[src/rtl/nibble_serial_addsub_pkg.sv]
// Shared constants, FSM state type and saturation helper for the nibble-serial add/sub.
// The NIBBLE_SERIAL_ADDSUB_SAT_EN build uses sat_value to clamp overflowed results.
package nibble_serial_pkg;

    localparam int NIBBLE_W = 4;
    localparam int MAX_W    = 64;

    typedef enum logic [1:0] {
        IDLE = 2'd0,
        RUN  = 2'd1,
        DONE = 2'd2
    } state_t;

    // Most positive (sign=0) or most negative (sign=1) two's-complement value of 'width' bits.
    function automatic logic [MAX_W-1:0] sat_value(input logic sign, input int width);
        logic [MAX_W-1:0] msb_only;
        msb_only = MAX_W'(1) << (width - 1);
        if (sign) begin
            return msb_only;
        end
        return msb_only - MAX_W'(1);
    endfunction

endpackage

[src/rtl/nibble_serial_addsub_if.sv]
// Start/done handshake and operand/result bus between a datapath and the serial add/sub.
interface nibble_serial_addsub_if #(
    parameter int WIDTH = 16
);
    logic             start;
    logic             op_sub;
    logic [WIDTH-1:0] a;
    logic [WIDTH-1:0] b;
    logic             busy;
    logic             done;
    logic [WIDTH-1:0] result;
    logic             cout;
    logic             ovf;

    modport master (
        output start, op_sub, a, b,
        input  busy, done, result, cout, ovf
    );

    modport slave (
        input  start, op_sub, a, b,
        output busy, done, result, cout, ovf
    );
endinterface

[src/rtl/four_bit_rca.sv]
// Four-bit ripple-carry adder: the single arithmetic element reused on every nibble.
module four_bit_rca
    import nibble_serial_pkg::*;
(
    input  logic [NIBBLE_W-1:0] A,
    input  logic [NIBBLE_W-1:0] B,
    input  logic                Cin,
    output logic [NIBBLE_W-1:0] S,
    output logic                Cout
);

    logic [NIBBLE_W:0] carry;

    assign carry[0] = Cin;

    for (genvar gi = 0; gi < NIBBLE_W; gi++) begin : g_fa
        assign S[gi]       = A[gi] ^ B[gi] ^ carry[gi];
        assign carry[gi+1] = (A[gi] & B[gi]) | (carry[gi] & (A[gi] ^ B[gi]));
    end

    assign Cout = carry[NIBBLE_W];

endmodule

[src/rtl/nibble_serial_addsub.sv]
// WIDTH-bit add/subtract computed one nibble per clock through one four_bit_rca.
// Define NIBBLE_SERIAL_ADDSUB_SAT_EN to saturate the result on signed overflow.
module nibble_serial_addsub
    import nibble_serial_pkg::*;
#(
    parameter int WIDTH = 16
) (
    input  logic                   clk,
    input  logic                   rst_n,
    nibble_serial_addsub_if.slave  bus
);

    localparam int NIBBLES = WIDTH / NIBBLE_W;
    localparam int IDX_W   = $clog2(NIBBLES);
    localparam logic [IDX_W-1:0] LAST_IDX = IDX_W'(NIBBLES - 1);

    state_t           state_reg,  state_next;
    logic [WIDTH-1:0] a_reg,      a_next;
    logic [WIDTH-1:0] b_reg,      b_next;
    logic             carry_reg,  carry_next;
    logic [IDX_W-1:0] idx_reg,    idx_next;
    logic [WIDTH-1:0] result_reg, result_next;
    logic             cout_reg,   cout_next;
    logic             ovf_reg,    ovf_next;

    logic [NIBBLE_W-1:0] a_nib [NIBBLES];
    logic [NIBBLE_W-1:0] b_nib [NIBBLES];
    logic [NIBBLE_W-1:0] sum_nib;
    logic                sum_cout;
    logic                ovf_now;

    for (genvar gi = 0; gi < NIBBLES; gi++) begin : g_nib
        assign a_nib[gi] = a_reg[gi*NIBBLE_W +: NIBBLE_W];
        assign b_nib[gi] = b_reg[gi*NIBBLE_W +: NIBBLE_W];
    end

    four_bit_rca u_rca (
        .A    (a_nib[idx_reg]),
        .B    (b_nib[idx_reg]),
        .Cin  (carry_reg),
        .S    (sum_nib),
        .Cout (sum_cout)
    );

    // Same-sign operands producing an opposite-sign top nibble means overflow.
    assign ovf_now = (a_reg[WIDTH-1] == b_reg[WIDTH-1]) && (sum_nib[NIBBLE_W-1] != a_reg[WIDTH-1]);

    always_ff @(posedge clk or negedge rst_n) begin
        if (!rst_n) begin
            state_reg  <= IDLE;
            a_reg      <= '0;
            b_reg      <= '0;
            carry_reg  <= 1'b0;
            idx_reg    <= '0;
            result_reg <= '0;
            cout_reg   <= 1'b0;
            ovf_reg    <= 1'b0;
        end else begin
            state_reg  <= state_next;
            a_reg      <= a_next;
            b_reg      <= b_next;
            carry_reg  <= carry_next;
            idx_reg    <= idx_next;
            result_reg <= result_next;
            cout_reg   <= cout_next;
            ovf_reg    <= ovf_next;
        end
    end

    always_comb begin
        state_next  = state_reg;
        a_next      = a_reg;
        b_next      = b_reg;
        carry_next  = carry_reg;
        idx_next    = idx_reg;
        result_next = result_reg;
        cout_next   = cout_reg;
        ovf_next    = ovf_reg;

        case (state_reg)
            RUN: begin
                result_next[idx_reg*NIBBLE_W +: NIBBLE_W] = sum_nib;
                carry_next = sum_cout;
                idx_next   = idx_reg + IDX_W'(1);
                if (idx_reg == LAST_IDX) begin
                    state_next = DONE;
                    cout_next  = sum_cout;
                    ovf_next   = ovf_now;
`ifdef NIBBLE_SERIAL_ADDSUB_SAT_EN
                    if (ovf_now) begin
                        result_next = WIDTH'(sat_value(a_reg[WIDTH-1], WIDTH));
                    end
`endif
                end
            end
            default: begin
                // IDLE and DONE both accept a new request; subtract is A + ~B + 1.
                if (bus.start) begin
                    a_next     = bus.a;
                    b_next     = bus.op_sub ? ~bus.b : bus.b;
                    carry_next = bus.op_sub;
                    idx_next   = '0;
                    state_next = RUN;
                end else begin
                    state_next = IDLE;
                end
            end
        endcase
    end

    assign bus.busy   = (state_reg == RUN);
    assign bus.done   = (state_reg == DONE);
    assign bus.result = result_reg;
    assign bus.cout   = cout_reg;
    assign bus.ovf    = ovf_reg;

endmodule

[src/flat_wrapper.sv]
// flat-port wrapper written by rule: the top's interface ports become plain ports
module nibble_serial_addsub_flat import nibble_serial_pkg::*;
#(
    parameter int WIDTH = 16
)
  (clk, rst_n, bus_start, bus_op_sub, bus_a, bus_b, bus_busy, bus_done, bus_result, bus_cout, bus_ovf);
  nibble_serial_addsub_if #(.WIDTH(WIDTH)) bus_i ();
  input  logic clk;
  input  logic rst_n;
  input wire logic [$bits(bus_i.start)-1:0] bus_start;
  input wire logic [$bits(bus_i.op_sub)-1:0] bus_op_sub;
  input wire logic [$bits(bus_i.a)-1:0] bus_a;
  input wire logic [$bits(bus_i.b)-1:0] bus_b;
  output wire logic [$bits(bus_i.busy)-1:0] bus_busy;
  output wire logic [$bits(bus_i.done)-1:0] bus_done;
  output wire logic [$bits(bus_i.result)-1:0] bus_result;
  output wire logic [$bits(bus_i.cout)-1:0] bus_cout;
  output wire logic [$bits(bus_i.ovf)-1:0] bus_ovf;
  assign bus_i.start = bus_start;
  assign bus_i.op_sub = bus_op_sub;
  assign bus_i.a = bus_a;
  assign bus_i.b = bus_b;
  assign bus_busy = bus_i.busy;
  assign bus_done = bus_i.done;
  assign bus_result = bus_i.result;
  assign bus_cout = bus_i.cout;
  assign bus_ovf = bus_i.ovf;
  nibble_serial_addsub #(.WIDTH(WIDTH)) u_core (.clk(clk), .rst_n(rst_n), .bus(bus_i));
endmodule
[config.mk]
export PLATFORM = sky130hd
export DESIGN_NAME = nibble_serial_addsub_flat
export DESIGN_NICKNAME = d
export VERILOG_FILES = /design/src/rtl/nibble_serial_addsub_pkg.sv /design/src/rtl/nibble_serial_addsub_if.sv /design/src/rtl/four_bit_rca.sv /design/src/rtl/nibble_serial_addsub.sv /design/src/flat_wrapper.sv
export SDC_FILE = /design/constraint.sdc
export NUM_CORES = 1
export LEC_CHECK = 0
export CORE_MARGIN = 8
export CORE_UTILIZATION = 46
export CTS_BUF_LIST = sky130_fd_sc_hd__clkbuf_16
export CTS_CLUSTER_SIZE = 28
export DETAILED_ROUTE_END_ITERATION = 10
export HOLD_SLACK_MARGIN = 0.05
export PLACE_DENSITY = 0.88
export SYNTH_ARGS = -nofsm -noshare
export SYNTH_HDL_FRONTEND = slang
export SYNTH_SLANG_ARGS = --single-unit
[constraint.sdc]
create_clock -name clk -period 3.1 [get_ports clk]
set_clock_uncertainty 0.15 [all_clocks]
set_input_delay 0.31 -clock clk [delete_from_list [all_inputs] [get_ports clk]]
set_output_delay 0.31 -clock clk [all_outputs]
set_load 0.02 [all_outputs]
==> reports/qor.yml, run 1 <==
outcome: "finished clean"
clock_path_buffers: 2
nets: 318
grt_pass1_vias: 2003
first_iter_violations: 101
wire_per_inst_um: 17.00
tns_ps: 0
max-vdd-ir-drop_mv: 0.5122
yosys-top-cells-area: "dfrtp_1 50%, mux2_4 7.2%, mux4_2 6.6%, a21oi_1 6.1%, xnor2_1 5.1%"
met1Wirelength_mm: 2.571
cp.required_ps: 3130
multi_input_area_mm2: 0.001227
synth.most_common_cell: "dfrtp_1"
drc: 0
p_leak_nw: 1.477
syn_inst: 212
hpwl_mm: 4.465
cts_root_buffer: "clkbuf_16"
htree_levels: 2
drive_gt1_frac: 0.1758
grt_use_total: 0.1445
synth_common_cells: "55 x dfrtp_1, 33 x a21oi_1, 16 x xnor2_1"
yosysTopAreaCellShare: 0.5044
finalNonFillerCells: 348
crit_path_end_kind: "flip-flop"
antenna_cells: 0
utilization: 0.6013
wl_met3_um: 332
place.gp.congestion: 0.8141
critPathMaxFanout: 5
report.final.slew_viol_count: 0
synth.distinct_cells: 29
cts_tree: "built"
clkTransAtPathRegs_ps: 60
synth_edf_count: 0
grt_antenna_before_repair: 0
power.density_mw_per_mm2: 1125
ys_warn_count: 0
area_growth_pct: 28.15
cts_sinks: 55
post-route-period-util: 0.9738
setup_violations: 0
syn_avg_cell_area_um2: 12.87
reg2reg_depth: 10
grt_overflow: 0
initial_utilization: 0.4692
ys_seq_area_frac: 0.5044
wl_met2_mm: 2.933
grt_setup_unrepaired: "false"
top_layer: "met4"
die_y_um: 93.02
core_mm2: 0.005816
fp-row-count: 28
numCtsBuffers: 5
syn_nets: 258
r2r-start: "u_core.idx_reg[0]"
netlist_area_mm2: 0.002729
hold_ws_ps: 309.9
ios: 56
worst_setup_path_start_kind: "flip-flop"
tightest_slew_ps: 923.1
grt_pass1_wl_mm: 9.777
grt_max_degree: 40
critPathKind: "reg -> reg"
finalPower_w: 0.003934
via_per_inst: 5.293
slew_headroom: 0.3827
startpoint: "u_core.idx_reg[0]"
chipWidth_um: 93.02
die_area_mm2: 0.008653
final_antenna_net_count: 0
io_buffers: 55
cap_viol_max_count: 0
ys_ff_latch: 55
insertion_delay_ps: 290
regArea_mm2: 0.001378
arrival_ps: 3050
dp_cells: 337
fmax_ghz: 0.3313
yosys.area.top_type: "dfrtp_1"
n_fill_cell: 485
first_pass_iters: 4
ys.flop_type: "dfrtp_1"
routed-via-count: 1842
hold_violations: 0
hold_path.class: "in -> async"
min_period_ps: 3019
routed_wl_mm: 5.915
async_reset_ff_frac: 1.000
cell families (layout without fill, tap and decap cells):
logic type                 Yosys count  in the layout  share of synthesized area
adders and majority gates           10             10                    0.05686
buffers and inverters               22             83                    0.04860
DFF                                 55             55                     0.5044
xor gates and xnor gates            16             16                    0.05135
AOI/OAI and AO/OA                   52             52                     0.1078
and+or+nand+nor                     29             29                    0.06511
muxes                               28             28                     0.1660
cells in the final DEF (no fill, tap or decap), types with 4 or more instances in the layout:
cell type        netlist  layout
a21oi_1               33      33
a22o_1                 8       8
buf_4                  0       9
clkbuf_16              0       5
clkdlybuf4s50_1        0      54
dfrtp_1               55      54
ha_1                   6       6
inv_1                  9      11
mux2_2                 6       6
mux2_4                13      13
mux4_2                 8       8
nand2_1               12      12
nand3b_1               4       4
o21ai_0                9       9
xnor2_1               16      16
per-stage QoR:
stage                     worst slack, ps  cell area (um2)
after global routing                9.012             3497
final                               81.32             3497
after CTS                           45.50             3490
after detailed placement           -4.037             3327
after floorplan                     8.024             2740
after global placement              65.59             3327
path summary, 6_finish.rpt:
path	to	slack (ps)
worst max-delay path	u_core.bus.ovf	80
worst min-delay path	u_core.bus.result[3]	310
worst max register to register	u_core.bus.ovf	80
worst min register to register	u_core.bus.result[9]	330
max in group asynchronous	u_core.idx_reg[0]	1650
min in group clk	u_core.bus.result[9]	330
layer usage:
metal | up-vias | global-route usage
li1 | 875 | -
met1 | 912 | 0.1710
met2 | 48 | 0.2420
met3 | 7 | 0.04647
met4 | 0 | 0.04966
met5 | - | 0
where the power goes:
part	total, W	switching (W)	internal, W
registers	0.00126	0.000221	0.00104
clock network	0.000531	0.000238	0.000292
logic	0.00214	0.00106	0.00108
worst max-delay path, cell delays in order (launching register included):
cell and delay, ps:
dfrtp_2 440, mux4_2 360, fa_2 190, inv_1 60
fa_1 380, fa_2 340, inv_1 80, fa_2 480
nand2b_1 90, o22ai_1 70, mux2_2 260
cell type report:
class                      instances  area share
timing repair buffer              65      0.1782
tap                               75     0.02683
clock inverter                     3    0.003578
multi-input combinational        135      0.3510
inverter                          10     0.01073
clock buffer                       5     0.03578
sequential                        55      0.3939
timing repair:
item                                    4_1_cts  5_1_grt
pin swaps                                     0        1
hold endpoints to repair                     16        0
gates resized for setup                       0        3
setup buffers                                 2        0
hold buffers                                  1        0
endpoints found under the setup margin        1        1
No activity file was read; power rests on OpenSTA's default activity.
==> run 2, diff against run 1 <==
CORE_ASPECT_RATIO = 0.9   (was unset)
PLACE_DENSITY = 0.76   (was 0.88)
==> reports/qor.yml, run 2 (synthesis gave the netlist of run 1 again) <==
outcome: "finished clean"
max-vdd-ir-drop_mv: 0.6080  # +19%
hpwl_mm: 4.444  # -0.47%
area_growth_pct: 29.02
hold_ws_ps: 340.4  # +30.48 ps
clkTransAtPathRegs_ps: 70  # about the same
drc: 0  # unchanged
seqPwrFrac: 0.315  # -0.006
grt_use_total: 0.1456  # +0.001071
first_iter_violations: 69  # -32%
grt_pass1_vias: 2096  # +4.6%
routed_wl_mm: 5.847  # -1.1%
r2r_slack_ps: 110  # +30 ps
grt_max_degree: 38  # -5.0%
worstSetupEndpoint: "u_core.bus.ovf"
wire_per_inst_um: 16.95  # -0.29%
critPathMaxFanout: 5  # unchanged
internal_power_w: 0.002495  # +3.2%
cts_tree: "built"
n_fill_cell: 463  # -4.5%
via_per_inst: 5.359  # +1.3%
combPwrFrac: 0.552  # +0.008
power.density_mw_per_mm2: 1135  # +0.95%
fp-row-count: 26  # -7.1%
grt_setup_unrepaired: "true"
reg2reg_to: "u_core.bus.ovf"
cts_sinks: 55  # unchanged
crit_path_end_kind: "flip-flop"
cts_root_buffer: "clkbuf_16"
grt_pass1_wl_mm: 10.31  # +5.4%
nets: 320  # +0.63%
p_leak_nw: 1.488  # +0.75%
dp_cells: 334  # -0.89%
insertion_delay_ps: 290  # about the same
routed-via-count: 1849  # +0.38%
worstHoldStart: "u_core.bus.result[10]"
report.final.slew_viol_count: 0  # unchanged
arrival_ps: 3010  # -40 ps
hold_violations: 0  # unchanged
initial_utilization: 0.4793  # +0.01011
numCtsBuffers: 5  # unchanged
first_pass_iters: 4  # unchanged
fin_ws_ps: 108.8  # +27.49 ps
clock_path_buffers: 2  # unchanged
critPathKind: "reg -> reg"
core_mm2: 0.005693  # -2.1%
grt_antenna_before_repair: 0  # unchanged
tightest_slew_ps: 960.2  # +37.10 ps
power.switching_w: 0.001503  # -0.81%
htree_levels: 2  # unchanged
place_area_mm2: 0.003348  # +0.64%
worst_setup_path_start_kind: "flip-flop"
layout_common_cells: "54 x clkdlybuf4s50_1, 54 x dfrtp_1, 33 x a21oi_1"
reg2reg_depth: 9  # -1
stdcell_area_mm2: 0.003521  # +0.68%
setup_violations: 0  # unchanged
fmax_ghz: 0.3343  # +0.92%
grt_overflow: 0  # unchanged
die_area_mm2: 0.008656  # about the same
cp.required_ps: 3120  # about the same
post-route-period-util: 0.9649  # -0.008868
tns_ps: 0  # unchanged
slew_headroom: 0.3578  # -0.02481
ios: 56  # unchanged
switching_share: 0.3760  # -0.009260
drive_gt1_frac: 0.1927  # +0.01690
finalNonFillerCells: 345  # -0.86%
place.gp.congestion: 0.7925  # -2.7%
final_antenna_net_count: 0  # unchanged
die_y_um: 89.07  # -4.2%
min_period_ps: 2991  # -27.49 ps
antenna_cells: 0  # unchanged
chipWidth_um: 97.19  # +4.5%
startpoint: "u_core.idx_reg[0]"
hold_path.class: "reg -> reg"
r2r-start: "u_core.idx_reg[0]"
pre_cts_ws_ps: 9.460  # +13.50 ps
clkPwrFrac: 0.133  # -0.002
io_buffers: 55  # unchanged
cap_viol_max_count: 0  # unchanged
-- run 2: how the worst min path moves through the flow --
stage,endpoint,depth (start not counted)
2_1_floorplan,u_core.a_reg[0],0
3_3_place_gp,u_core.bus.result[2],1
3_5_place_dp,u_core.bus.result[1],1
4_1_cts,u_core.bus.result[10],2
5_1_grt,u_core.a_reg[14],1
6_report,u_core.bus.result[10],2
-- run 2: repair_timing --
item | in CTS | in global routing
setup endpoints to repair | 1 | 3
hold buffers | 1 | 0
buffers inserted | 2 | 0
pin swaps | 0 | 2
hold endpoints to repair | 36 | 0
gates resized for setup | 0 | 6
-- run 2: cell type report --
| class | instances | area, um2 | share of cell area |
|---|---|---|---|
| well taps | 70 | 87.58 | 0.02488 |
| inverters | 10 | 37.54 | 0.01066 |
| clock inverters | 3 | 12.51 | 0.003554 |
| multi-input cells | 135 | 1230 | 0.3493 |
| repair buffers | 67 | 650.6 | 0.1848 |
| flip-flops and latches | 55 | 1378 | 0.3913 |
| clock buffers | 5 | 125.1 | 0.03554 |
-- run 2: worst max-delay path: stages (launching register included) --
cell and delay (ps):
dfrtp_2 430, mux4_2 540, fa_2 380, inv_2 60, fa_2 180, fa_2 190, inv_2 40, fa_2 570
o22ai_1 90, mux2_2 260
-- run 2: stage by stage --
stage / utilization / power [W]
final: 0.6185 / 0.003998
after global routing: 0.6185 / 0.004338
after CTS: 0.6167 / 0.003977
after detailed placement: 0.5881 / 0.003413
after global placement: 0.5881 / 0.003352
after floorplan: - / 0.002658
-- run 2: metal layers --
| layer | vias to the layer above | track usage | wire length (um) |
|---|---|---|---|
| met5 | - | 0 | 0 |
| met4 | 0 | 0.06276 | 124 |
| met3 | 11 | 0.03555 | 271 |
| met2 | 50 | 0.2402 | 2837 |
| met1 | 910 | 0.1804 | 2613 |
| li1 | 878 | - | - |
-- run 2: power by group through the flow --
| stage | sequential [W] | clock (W) | combinational, W |
|---|---|---|---|
| 5_1_grt | 0.00130 | 0.000571 | 0.00246 |
| 6_report | 0.00126 | 0.000530 | 0.00221 |
| 2_1_floorplan | 0.00129 | 0 | 0.00137 |
| 3_3_place_gp | 0.00127 | 0 | 0.00208 |
| 3_5_place_dp | 0.00128 | 0 | 0.00214 |
| 4_1_cts | 0.00126 | 0.000546 | 0.00217 |
